`src/rtl/key_ctrl_pkg.sv`:
```
// Shared types and default timing constants for the push-button front end.
// Latency: n/a (declarations only).
// Backpressure: n/a.
package key_ctrl_pkg;

  // Press-classification FSM states
  typedef enum logic [2:0] {
    IDLE,
    DB_PRESS,
    PRESSED,
    LONG_HELD,
    DB_RELEASE
  } state_e;

  // What a completed press is classified as when the release is accepted
  typedef enum logic {
    SHORT,
    LONG
  } kind_e;

  // Defaults for a 12 MHz clock: 20 ms debounce, 1 s long-press threshold
  localparam int unsigned DEBOUNCE_CYC_DEF = 240_000;
  localparam int unsigned LONG_CYC_DEF     = 12_000_000;
  localparam int unsigned CNT_W_DEF        = 24;

endpackage

```
`src/rtl/key_sync2.sv`:
```
// Two-flop synchronizer for an asynchronous level, idles high after reset.
// Latency: 2 cycles from d_i to q_o.
// Backpressure: none, free-running.
module key_sync2 (
  input  logic clk,
  input  logic rst,
  input  logic d_i,
  output logic q_o
);

  logic s1_q;
  logic s2_q;

  // Resolve metastability on the raw key level; reset to the released level
  always_ff @(posedge clk or posedge rst) begin
    if (rst) begin
      s1_q <= 1'b1;
      s2_q <= 1'b1;
    end else begin
      s1_q <= d_i;
      s2_q <= s1_q;
    end
  end

  assign q_o = s2_q;

endmodule

```
`src/rtl/key_press_ctrl.sv`:
```
// Debounces an active-low key and classifies presses: short toggles run, long clears.
// Latency: key edge to pressed/short_pulse is 2 + DEBOUNCE_CYC + 1 cycles.
// Backpressure: none; pulses are fire-and-forget, one cycle wide.
module key_press_ctrl
  import key_ctrl_pkg::*;
#(
  parameter int unsigned DEBOUNCE_CYC = DEBOUNCE_CYC_DEF,
  parameter int unsigned LONG_CYC     = LONG_CYC_DEF,
  parameter int unsigned CNT_W        = CNT_W_DEF
) (
  input  logic clk,
  input  logic rst,
  input  logic key_n,
  output logic run,
  output logic clr_pulse,
  output logic short_pulse,
  output logic long_pulse,
  output logic pressed
);

  localparam logic [CNT_W-1:0] DB_LAST   = CNT_W'(DEBOUNCE_CYC - 1);
  localparam logic [CNT_W-1:0] LONG_LAST = CNT_W'(LONG_CYC - 1);

  logic             key_s;
  state_e           state_q, state_d;
  kind_e            kind_q, kind_d;
  logic [CNT_W-1:0] db_cnt_q, db_cnt_d;
  logic [CNT_W-1:0] hold_cnt_q, hold_cnt_d;
  logic             pressed_q, pressed_d;
  logic             run_q, run_d;
  logic             short_q, short_d;
  // Long threshold is flagged at the state change and the pulse lands one cycle later
  logic             long_arm_q, long_arm_d;
  logic             long_q, long_d;

  key_sync2 u_sync (
    .clk (clk),
    .rst (rst),
    .d_i (key_n),
    .q_o (key_s)
  );

  // State, counters and registered outputs
  always_ff @(posedge clk or posedge rst) begin
    if (rst) begin
      state_q    <= IDLE;
      kind_q     <= SHORT;
      db_cnt_q   <= '0;
      hold_cnt_q <= '0;
      pressed_q  <= 1'b0;
      run_q      <= 1'b0;
      short_q    <= 1'b0;
      long_arm_q <= 1'b0;
      long_q     <= 1'b0;
    end else begin
      state_q    <= state_d;
      kind_q     <= kind_d;
      db_cnt_q   <= db_cnt_d;
      hold_cnt_q <= hold_cnt_d;
      pressed_q  <= pressed_d;
      run_q      <= run_d;
      short_q    <= short_d;
      long_arm_q <= long_arm_d;
      long_q     <= long_d;
    end
  end

  // Next-state, counter and output decode
  always_comb begin
    state_d    = state_q;
    kind_d     = kind_q;
    db_cnt_d   = db_cnt_q;
    hold_cnt_d = hold_cnt_q;
    pressed_d  = pressed_q;
    run_d      = run_q;
    short_d    = 1'b0;
    long_arm_d = 1'b0;
    long_d     = long_arm_q;
    // A long press only ever forces run low, together with the clear pulse
    if (long_arm_q) run_d = 1'b0;

    unique case (state_q)
      IDLE: begin
        if (!key_s) begin
          state_d  = DB_PRESS;
          db_cnt_d = '0;
        end
      end
      DB_PRESS: begin
        if (key_s) begin
          state_d = IDLE;
        end else if (db_cnt_q == DB_LAST) begin
          state_d    = PRESSED;
          hold_cnt_d = '0;
          pressed_d  = 1'b1;
        end else begin
          db_cnt_d = db_cnt_q + 1'b1;
        end
      end
      PRESSED: begin
        if (hold_cnt_q != '1) hold_cnt_d = hold_cnt_q + 1'b1;
        // Reaching the threshold beats a simultaneous release
        if (hold_cnt_q == LONG_LAST) begin
          state_d    = LONG_HELD;
          long_arm_d = 1'b1;
        end else if (key_s) begin
          state_d  = DB_RELEASE;
          db_cnt_d = '0;
          kind_d   = SHORT;
        end
      end
      LONG_HELD: begin
        if (key_s) begin
          state_d  = DB_RELEASE;
          db_cnt_d = '0;
          kind_d   = LONG;
        end
      end
      DB_RELEASE: begin
        // hold_cnt is left untouched so a bounce resumes the hold where it was
        if (!key_s) begin
          state_d = (kind_q == LONG) ? LONG_HELD : PRESSED;
        end else if (db_cnt_q == DB_LAST) begin
          state_d   = IDLE;
          pressed_d = 1'b0;
          if (kind_q == SHORT) begin
            short_d = 1'b1;
            run_d   = ~run_q;
          end
        end else begin
          db_cnt_d = db_cnt_q + 1'b1;
        end
      end
      default: state_d = IDLE;
    endcase
  end

  assign run         = run_q;
  assign pressed     = pressed_q;
  assign short_pulse = short_q;
  assign long_pulse  = long_q;
  assign clr_pulse   = long_q;

endmodule

```
`config.mk`:
```
export PLATFORM = sky130hd
export DESIGN_NAME = key_press_ctrl
export DESIGN_NICKNAME = d
export VERILOG_FILES = /design/src/rtl/key_ctrl_pkg.sv /design/src/rtl/key_sync2.sv /design/src/rtl/key_press_ctrl.sv
export SDC_FILE = /design/constraint.sdc
export NUM_CORES = 1
export LEC_CHECK = 0
export CORE_MARGIN = 8
export CORE_UTILIZATION = 55
export CTS_BUF_LIST = sky130_fd_sc_hd__clkbuf_4
export CTS_CLUSTER_SIZE = 28
export DETAILED_ROUTE_END_ITERATION = 6
export PLACE_DENSITY_LB_ADDON = 0.1
export SYNTH_ARGS = -nofsm -noshare
export SYNTH_HDL_FRONTEND = slang
export SYNTH_SLANG_ARGS = --single-unit
export TNS_END_PERCENT = 30
```
`constraint.sdc`:
```
create_clock -name clk -period 6.6 [get_ports clk]
set_clock_uncertainty 0.05 [all_clocks]
set_input_delay 1.32 -clock clk [delete_from_list [all_inputs] [get_ports clk]]
set_output_delay 1.32 -clock clk [all_outputs]
set_load 0.01 [all_outputs]
```
==> results.yml, run 1 <==
status:
  status: "finished, final reports clean"
yosys:
  syn_inst: 370
  yosysTopAreaCellShare: 0.421
  synth.yosys.warnings: 0
  yosysTopAreaCell: "dfrtp_1"
  syn_avg_cell_area_um2: 9.16
  synth-seq-area-share: 0.436
  ys_seq_elements: 59
  yosys.cell_types.count: 59
  synthArstFlopShare: 1.00
  synth_area_leaders: "dfrtp_1 (42%), nand2_1 (4.3%), a31oi_1 (4.2%)"
  syn-num-nets: 375
  synth-edff-count: 0
  synthFlopType: "dfrtp_1"
  netlist_area_um2: 3390
critical_path:
  worstPathRequired_ns: 5.23
  cp.arrival_ns: 1.33
  path_delay_family: "buffers and inverters"
  timing.setup.critical_path_class: "reg -> out"
  path_cells: "clkdlybuf4s50_1"
  critical_path_buf_inv_count: 1
  r2r-start: "db_cnt_q[0]"
  reg2reg_depth: 7
  worst_setup_path_end_kind: "primary output"
  max_stage_delay_ns: 0.55
  start_kind: "register"
  r2r_slack_ns: 4.04
  critPathMaxFanout: 3
  timing.rr.end: "db_cnt_q[16]"
  worst_path_max_delay_cell: "clkdlybuf4s50_1"
timing:
  slew_headroom: 0.538
  fin_crit_sh: 0.410
  drv_slew: 0
  setup_violations: 0
  max_slew.worst_pin.slew_ns: 0.686
  rsz0062_at_grt: "false"
  tns_ns: 0
  clock.fmax_mhz: 370
  period_needed_ns: 2.70
  final-hold-violation-count: 0
global_routing:
  grt_pass1_vias: 2532
  antenna_found_initial: 0
  grt_overflow: 0
  grt_max_degree: 34
  grtUsageTotal: 0.175
  grt_pass1_wl_um: 12500
clock_network:
  clkTransAtPathRegs_ns: 0.10
  cts_setup_buffers: 0
  cts_max_level: 3
  root_buffer: "clkbuf_4"
  cts_inserted_buffers: 9
  cts.sinks: 59
  cts_tree: "done"
  clock_latency_ns: 0.41
  clockBufferDepth: 2
  holdBufCountCts: 0
  post_cts_resized: 0
floorplanning:
  initial_utilization: 0.569
  die_w_um: 94.5
  boundaryPins: 8
  core_um2: 5960
  rows: 28
  die-area_um2: 8930
  die_height_um: 94.5
power:
  p_leak_uw: 0.00141
  peakVddDrop_uv: 115
  p_per_area_nw_per_um2: 177
hold_path:
  hold_end: "u_sync.q_o"
  hp-class: "reg -> reg"
  min-delay-start: "u_sync.s1_q"
  whs_path_depth: 0
finish:
  diodes: 0
  final_core_util: 0.599
  drive_gt1_frac: 0.114
  fin_nets: 378
  fillers: 537
  area_delta_synth_final_pct: 5.17
route:
  vias: 2876
  ant_nets: 0
  initialDrtViolationCount: 180
  vias_per_cell: 6.35
  drc_errors: 0
  firstDrtPassIters: 4
  totalWireLength_um: 7390
  routedWlPerCell_um: 16.3
placed_design:
  portBuffers: 7
  gp_congestion: 0.819
  dpl.hpwl_um: 4980
run:
  cap_violations: 0
## cell usage after synthesis, drive strengths merged, types with 2 or more instances
master   n
a31oi   23
nand2b   5
o41ai    2
nand3   22
or3     10
a41oi    6
nand4    7
and3    15
mux2     2
nor2b    3
dfrtp   57
o31ai   14
and4     5
a21oi   23
o21ai   37
ha       2
nor2    21
nor4     4
buf     11
nand3b   3
inv      7
a211o    2
clkbuf   8
a22o     2
nand2   39
a211oi   2
nor3    11
a21o     2
or4      2
mux2i    3
dfstp    2
and2     3
o21a     2
and4b    2
## power breakdown
part           switching, uW  internal [uW]  total, uW
Clock                    133           77.7        210
Combinational           29.3           15.1       44.5
Sequential              9.23            366        375
Total                    171            459        630
## layout make-up
type | count | area, um^2 | share of cell area
clock buffer | 10 | 75.1 | 0.0211
clock inverter | 6 | 32.5 | 0.00912
inverter | 7 | 26.3 | 0.00737
multi-input combinational | 285 | 1760 | 0.493
sequential | 59 | 1480 | 0.415
tap | 75 | 93.8 | 0.0263
timing repair buffer | 11 | 100 | 0.0281
## flip-flops by register name (all words and copies together) (netlist names)
signal / flops
state_q: 3
u_sync.q_o: 1
long_arm_q: 1
run: 1
kind_q: 1
short_pulse: 1
u_sync.s1_q: 1
db_cnt_q: 24
pressed: 1
hold_cnt_q: 24
clr_pulse: 1
## stage by stage
step	cell area (um^2)	power [uW]	hold WS, ns	setup slack (ns)	instances
finish	3570	630	0.310	3.90	453
global route	3570	664	0.317	3.83	453
CTS	3570	638	0.311	3.86	453
detailed placement	3460	428	0.298	3.87	437
global placement	3460	427	0.296	3.88	437
floorplan	3390	420	0.295	3.78	370
## worst register-to-register path, stage by stage, from the launching register on
cell,delay [ns]
dfrtp_1,0.42
ha_1,0.24
nand3_1,0.20
nor4_4,0.45
and2_1,0.25
or3b_1,0.55
nand2b_1,0.22
o21ai_0,0.08
## placed cells by master, fill, tap and decap left out, types with 3 or more instances in the layout
master           synthesis  layout
buf_4                    3       4
and3_1                  14      14
or3_1                    8       8
o21ai_0                 25      25
o21ai_2                  9       9
nor3_1                  11      11
clkdlybuf4s50_1          0       7
o31ai_1                 14      14
nand2_1                 39      39
nand2b_1                 5       5
o21ai_1                  3       3
a21oi_1                 23      23
dfrtp_1                 57      57
and2_1                   3       3
a31oi_1                 23      23
a41oi_1                  6       6
nor2b_1                  3       3
nand4_1                  7       7
nand3b_1                 3       3
inv_1                    7       6
nor2_1                  21      21
mux2i_1                  3       3
nand3_1                 22      22
and4_1                   4       4
clkbuf_4                 0      10
## routing by layer
layer / part of all wire / track usage
met3: 0.045 / 0.0389
met4: 0.014 / 0.0663
met1: 0.51 / 0.256
met5: 0 / 0
met2: 0.43 / 0.245
## worst max path at each step
stage,startpoint,slack [ns],cells past startpoint,end
after detailed placement,rst,3.87,3,u_sync.q_o
after CTS,run,3.86,1,run
after floorplan,rst,3.78,1,clr_pulse
after global placement,rst,3.88,3,u_sync.s1_q
after global routing,clr_pulse,3.83,1,long_pulse
final,run,3.90,1,run
## cells by family after synthesis
kind of cell | synth area share
flops | 0.436
fa+ha+maj | 0.00738
simple gates | 0.257
compound gates | 0.237
buf+inv | 0.0472
mux | 0.0155
Note: power is estimated with default switching activity, not from simulation.
==> run 2: changes to the inputs <==
==> constraint.sdc (replaced) <==
create_clock -name clk -period 2.21 [get_ports clk]
set_clock_uncertainty 0.05 [all_clocks]
set_input_delay 0.442 -clock clk [delete_from_list [all_inputs] [get_ports clk]]
set_output_delay 0.442 -clock clk [all_outputs]
set_load 0.01 [all_outputs]
==> results.yml, run 2 (synthesis results as in run 1) <==
status:
  status: "finished, violations left"
  violations: "negative setup slack"
placed_design:
  gp_congestion: 0.855
  dp.cells: 492
  portBuffers: 7
  dp_slack_ns: -0.0347
  dpl.hpwl_um: 6040
clock_network:
  clkTransAtPathRegs_ns: 0.12
  cts_inserted_buffers: 9
  cts_max_level: 3
  cts.sinks: 59
  clockBufferDepth: 2
  root_buffer: "clkbuf_4"
  cts_tree: "done"
  holdBufCountCts: 0
  clock_latency_ns: 0.42
timing:
  slew_headroom: 0.615
  fin_crit_sh: 1.00
  final-hold-violation-count: 0
  period_needed_ns: 2.22
  clock.fmax_mhz: 450
  tns_ns: -0.0141
  rsz0062_at_grt: "true"
  setup_violations: 2
  drv_slew: 0
  max_slew.worst_pin.slew_ns: 0.575
  fin_ws_ns: -0.00981
finish:
  multi_input_area_um2: 1920
  drive_gt1_frac: 0.312
  layout.cells.non_filler: 521
  fillers: 419
  final_cell_mix: "buf_4 (64), dfrtp_1 (54), nand2_1 (37)"
  ff_latch_area_um2: 1480
  final_core_util: 0.731
  reg_top3: "db_cnt_q: 24 flops, hold_cnt_q: 24 flops, state_q: 3 flops"
  fin_nets: 446
  area_delta_synth_final_pct: 28.4
  diodes: 0
  final_common_cell: "buf_4"
route:
  routedWlPerCell_um: 17.3
  ant_nets: 0
  initialDrtViolationCount: 242
  totalWireLength_um: 9040
  vias_per_cell: 6.29
  vias: 3277
  drc_errors: 0
  firstDrtPassIters: 5
floorplanning:
  initial_utilization: 0.569
  die-area_um2: 8930
  rows: 28
  die_height_um: 94.5
  boundaryPins: 8
  die_w_um: 94.5
  core_um2: 5960
global_routing:
  grt_overflow: 0
  grtUsageTotal: 0.205
  grt_pass1_wl_um: 14700
  grt_pass1_vias: 3056
  antenna_found_initial: 0
  grt_max_degree: 29
critical_path:
  worst_setup_path_end_kind: "register"
  timing.setup.critical_path_class: "reg -> reg"
  start_kind: "register"
  critPathMaxFanout: 13
  cp.arrival_ns: 2.50
  critical_path_buf_inv_count: 2
  path_cells: "ha_4 -> and3_4 -> nand2_4 -> o41a_1 -> a211oi_4 -> buf_6 -> buf_4 -> o21ai_2 -> o31ai_1"
  r2r_slack_ns: -0.01
  max_stage_delay_ns: 0.42
  worstPathRequired_ns: 2.49
  path_delay_family: "compound AO/OA/AOI/OAI gates"
  worst_path_max_delay_cell: "o41a_1"
power:
  p_leak_uw: 0.00183
  p_per_area_nw_per_um2: 509
  peakVddDrop_uv: 539
hold_path:
  hp-class: "in -> async"
run:
  cap_violations: 0
-- run 2: cell types whose count changed in the layout (fill, tap and decap cells not counted), moves of 5 or more --
| cell | change |
|---|---|
| o21ai_2 | +5 |
| o21ai_0 | -7 |
| buf_6 | +5 |
| buf_4 | +60 |
-- run 2: final timing paths --
check,from,endpoint,cells after the start
max,hold_cnt_q[0],db_cnt_q[15],9
min,rst,db_cnt_q[23],2
max reg2reg,hold_cnt_q[0],db_cnt_q[15],9
min reg2reg,u_sync.s1_q,u_sync.q_o,0
max in group asynchronous,rst,u_sync.q_o,3
min in group clk,u_sync.s1_q,u_sync.q_o,0
-- run 2: per-stage QoR --
stage / instance area [um^2] / power, uW / hold WS [ns]
finish: 4350 / 2220 / 0.257
global route: 4350 / 2300 / 0.291
CTS: 4150 / 2210 / 0.267
detailed placement: 3910 / 1320 / 0.302
global placement: 3910 / 1310 / 0.296
floorplan: 3390 / 1260 / 0.295
-- run 2: power by group --
group          internal [uW]  leakage [uW]  switching [uW]  total, uW
sequential              1090      0.000809            13.7       1110
clock                    481     0.0000868             417        899
combinational           88.0      0.000931             123        211
-- run 2: routing by layer --
layer  GRT usage  wire length [um]  up-vias
met5           0                 0        -
met4      0.0806               142        0
met3      0.0349               529       13
met2       0.301              4130      114
met1       0.293              4230     1593
li1            -                 -     1557
-- run 2: area by class of cell --
cell class / instances / share of cell area
Multi-Input combinational cell: 285 / 0.442
Sequential cell: 59 / 0.341
Timing Repair Buffer: 79 / 0.153
Tap cell: 75 / 0.0216
Clock buffer: 11 / 0.0190
Clock inverter: 5 / 0.0178
Inverter: 7 / 0.00604
-- run 2: worst register-to-register path, delay by kind of cell (launching register included) --
kind,cells,cell delay [ns]
buf+inv,2,0.35
fa+ha+maj,1,0.18
flops,1,0.41
simple gates,2,0.25
compound gates,4,0.89
-- run 2: what timing repair did --
item / CTS / global route
cloned: 0 / 1
buffers inserted: 4 / 8
pin swaps: 3 / 13
endpoints found under the setup margin: 11 / 47
gates resized for setup: 8 / 39
endpoints found under the hold margin: 0 / 0
==> run 3: changes to the inputs <==
--- a/config.mk
+++ b/config.mk
@@ -5,7 +5,7 @@
 export SDC_FILE = /design/constraint.sdc
 export NUM_CORES = 1
 export LEC_CHECK = 0
-export CORE_MARGIN = 8
+export CORE_MARGIN = 2
 export CORE_UTILIZATION = 55
 export CTS_BUF_LIST = sky130_fd_sc_hd__clkbuf_4
 export CTS_CLUSTER_SIZE = 28
==> results.yml, run 3 (synthesis results as in run 1) <==
finish:
  fin_nets: 436
  area_delta_synth_final_pct: 24.1
  reg_top3: "db_cnt_q: 24 flops, hold_cnt_q: 24 flops, state_q: 3 flops"
  diodes: 0
  final_common_cell: "dfrtp_1"
  ff_latch_area_um2: 1480
  drive_gt1_frac: 0.290
  multi_input_area_um2: 1910
  final_cell_mix: "dfrtp_1 (57), buf_4 (55), nand2_1 (38)"
  layout.cells.non_filler: 510
  fillers: 452
critical_path:
  worst_path_max_delay_cell: "dfrtp_1"
  start_kind: "register"
  worstPathRequired_ns: 2.48
  max_stage_delay_ns: 0.39
  timing.setup.critical_path_class: "reg -> reg"
  critPathMaxFanout: 7
  path_delay_family: "compound AO/OA/AOI/OAI gates"
  crit_top_cell: "buf_6"
  critical_path_buf_inv_count: 3
  cp.arrival_ns: 2.52
  path_cells: "ha_2 -> nand3_4 -> nor4_4 -> buf_4 -> a2111oi_4 -> a211oi_4 -> buf_6 -> buf_6 -> or3_4 -> a21oi_2"
  worst_setup_path_end_kind: "register"
clock_network:
  holdBufCountCts: 0
  clockBufferDepth: 2
  cts_inserted_buffers: 9
  root_buffer: "clkbuf_4"
  cts_tree: "done"
  clkTransAtPathRegs_ns: 0.11
  cts_max_level: 3
  clock_latency_ns: 0.39
  cts.sinks: 59
timing:
  period_needed_ns: 2.25
  max_slew.worst_pin.slew_ns: 0.637
  setup_violations: 7
  tns_ns: -0.211
  slew_headroom: 0.574
  drv_slew: 0
  fin_ws_ns: -0.0414
  rsz0062_at_grt: "true"
  clock.fmax_mhz: 444
  fin_crit_sh: 1.02
  whs_ns: 0.311
  final-hold-violation-count: 0
placed_design:
  gp_congestion: 0.810
  dpl.hpwl_um: 5480
  dp.cells: 489
  portBuffers: 7
global_routing:
  grt_pass1_wl_um: 13200
  grt_overflow: 0
  antenna_found_initial: 0
  grt_pass1_vias: 2770
  grt_max_degree: 60
  grtUsageTotal: 0.253
power:
  peakVddDrop_uv: 394
  p_leak_uw: 0.00175
  p_per_area_nw_per_um2: 486
  total_power_uw: 2040
floorplanning:
  initial_utilization: 0.569
  core_um2: 5960
  boundaryPins: 8
  die_w_um: 82.5
  die-area_um2: 6810
  die_height_um: 82.5
  rows: 28
route:
  totalWireLength_um: 8140
  vias: 3130
  drc_errors: 0
  firstDrtPassIters: 5
  ant_nets: 0
  routedWlPerCell_um: 16.0
  initialDrtViolationCount: 258
  vias_per_cell: 6.14
status:
  status: "finished, violations left"
  violations: "negative setup slack"
run:
  cap_violations: 0
hold_path:
  hp-class: "reg -> reg"
-- run 3: through the flow --
step | util | worst slack (ns) | cell area [um^2]
global placement | 0.648 | -0.0494 | 3860
floorplan | - | 0.0465 | 3390
detailed placement | 0.648 | -0.102 | 3860
finish | 0.706 | -0.0414 | 4210
CTS | 0.681 | 0.00139 | 4060
global route | 0.706 | -0.141 | 4210
-- run 3: cell type report --
class                           instances  share of cell area
Multi-Input combinational cell        285               0.454
Sequential cell                        59               0.352
Timing Repair Buffer                   69               0.137
Tap cell                               75              0.0223
Clock buffer                            9              0.0161
Clock inverter                          6              0.0137
Inverter                                7             0.00625
-- run 3: where the power goes --
| part | switching [uW] | internal [uW] | leakage (uW) |
|---|---|---|---|
| Sequential | 15.8 | 1090 | 0.000814 |
| Combinational | 115 | 85.4 | 0.000872 |
| Clock | 404 | 329 | 0.0000629 |
| Total | 535 | 1510 | 0.00175 |
-- run 3: what timing repair did --
item / CTS / global route
endpoints found under the setup margin: 43 / 46
pin swaps: 4 / 21
buffers inserted: 2 / 3
gates resized for setup: 9 / 38
gates cloned: 1 / 0
-- run 3: worst paths after layout --
check / endpoint / cells after the start / from / slack (ns)
hold / removal: clr_pulse / 0 / long_arm_q / 0.31
setup reg to reg: db_cnt_q[7] / 10 / db_cnt_q[1] / -0.04
min in group asynchronous: db_cnt_q[16] / 3 / rst / 0.38
hold reg to reg: clr_pulse / 0 / long_arm_q / 0.31
setup / recovery: db_cnt_q[7] / 10 / db_cnt_q[1] / -0.04
max in group asynchronous: u_sync.s1_q / 3 / rst / 1.42
-- run 3: metal layers --
| metal | GRT usage | vias up | share of wire |
|---|---|---|---|
| met5 | 0 | - | 0 |
| met2 | 0.373 | 68 | 0.46 |
| li1 | - | 1533 | - |
| met3 | 0.0424 | 6 | 0.036 |
| met1 | 0.382 | 1523 | 0.50 |
| met4 | 0.0754 | 0 | 0.0081 |
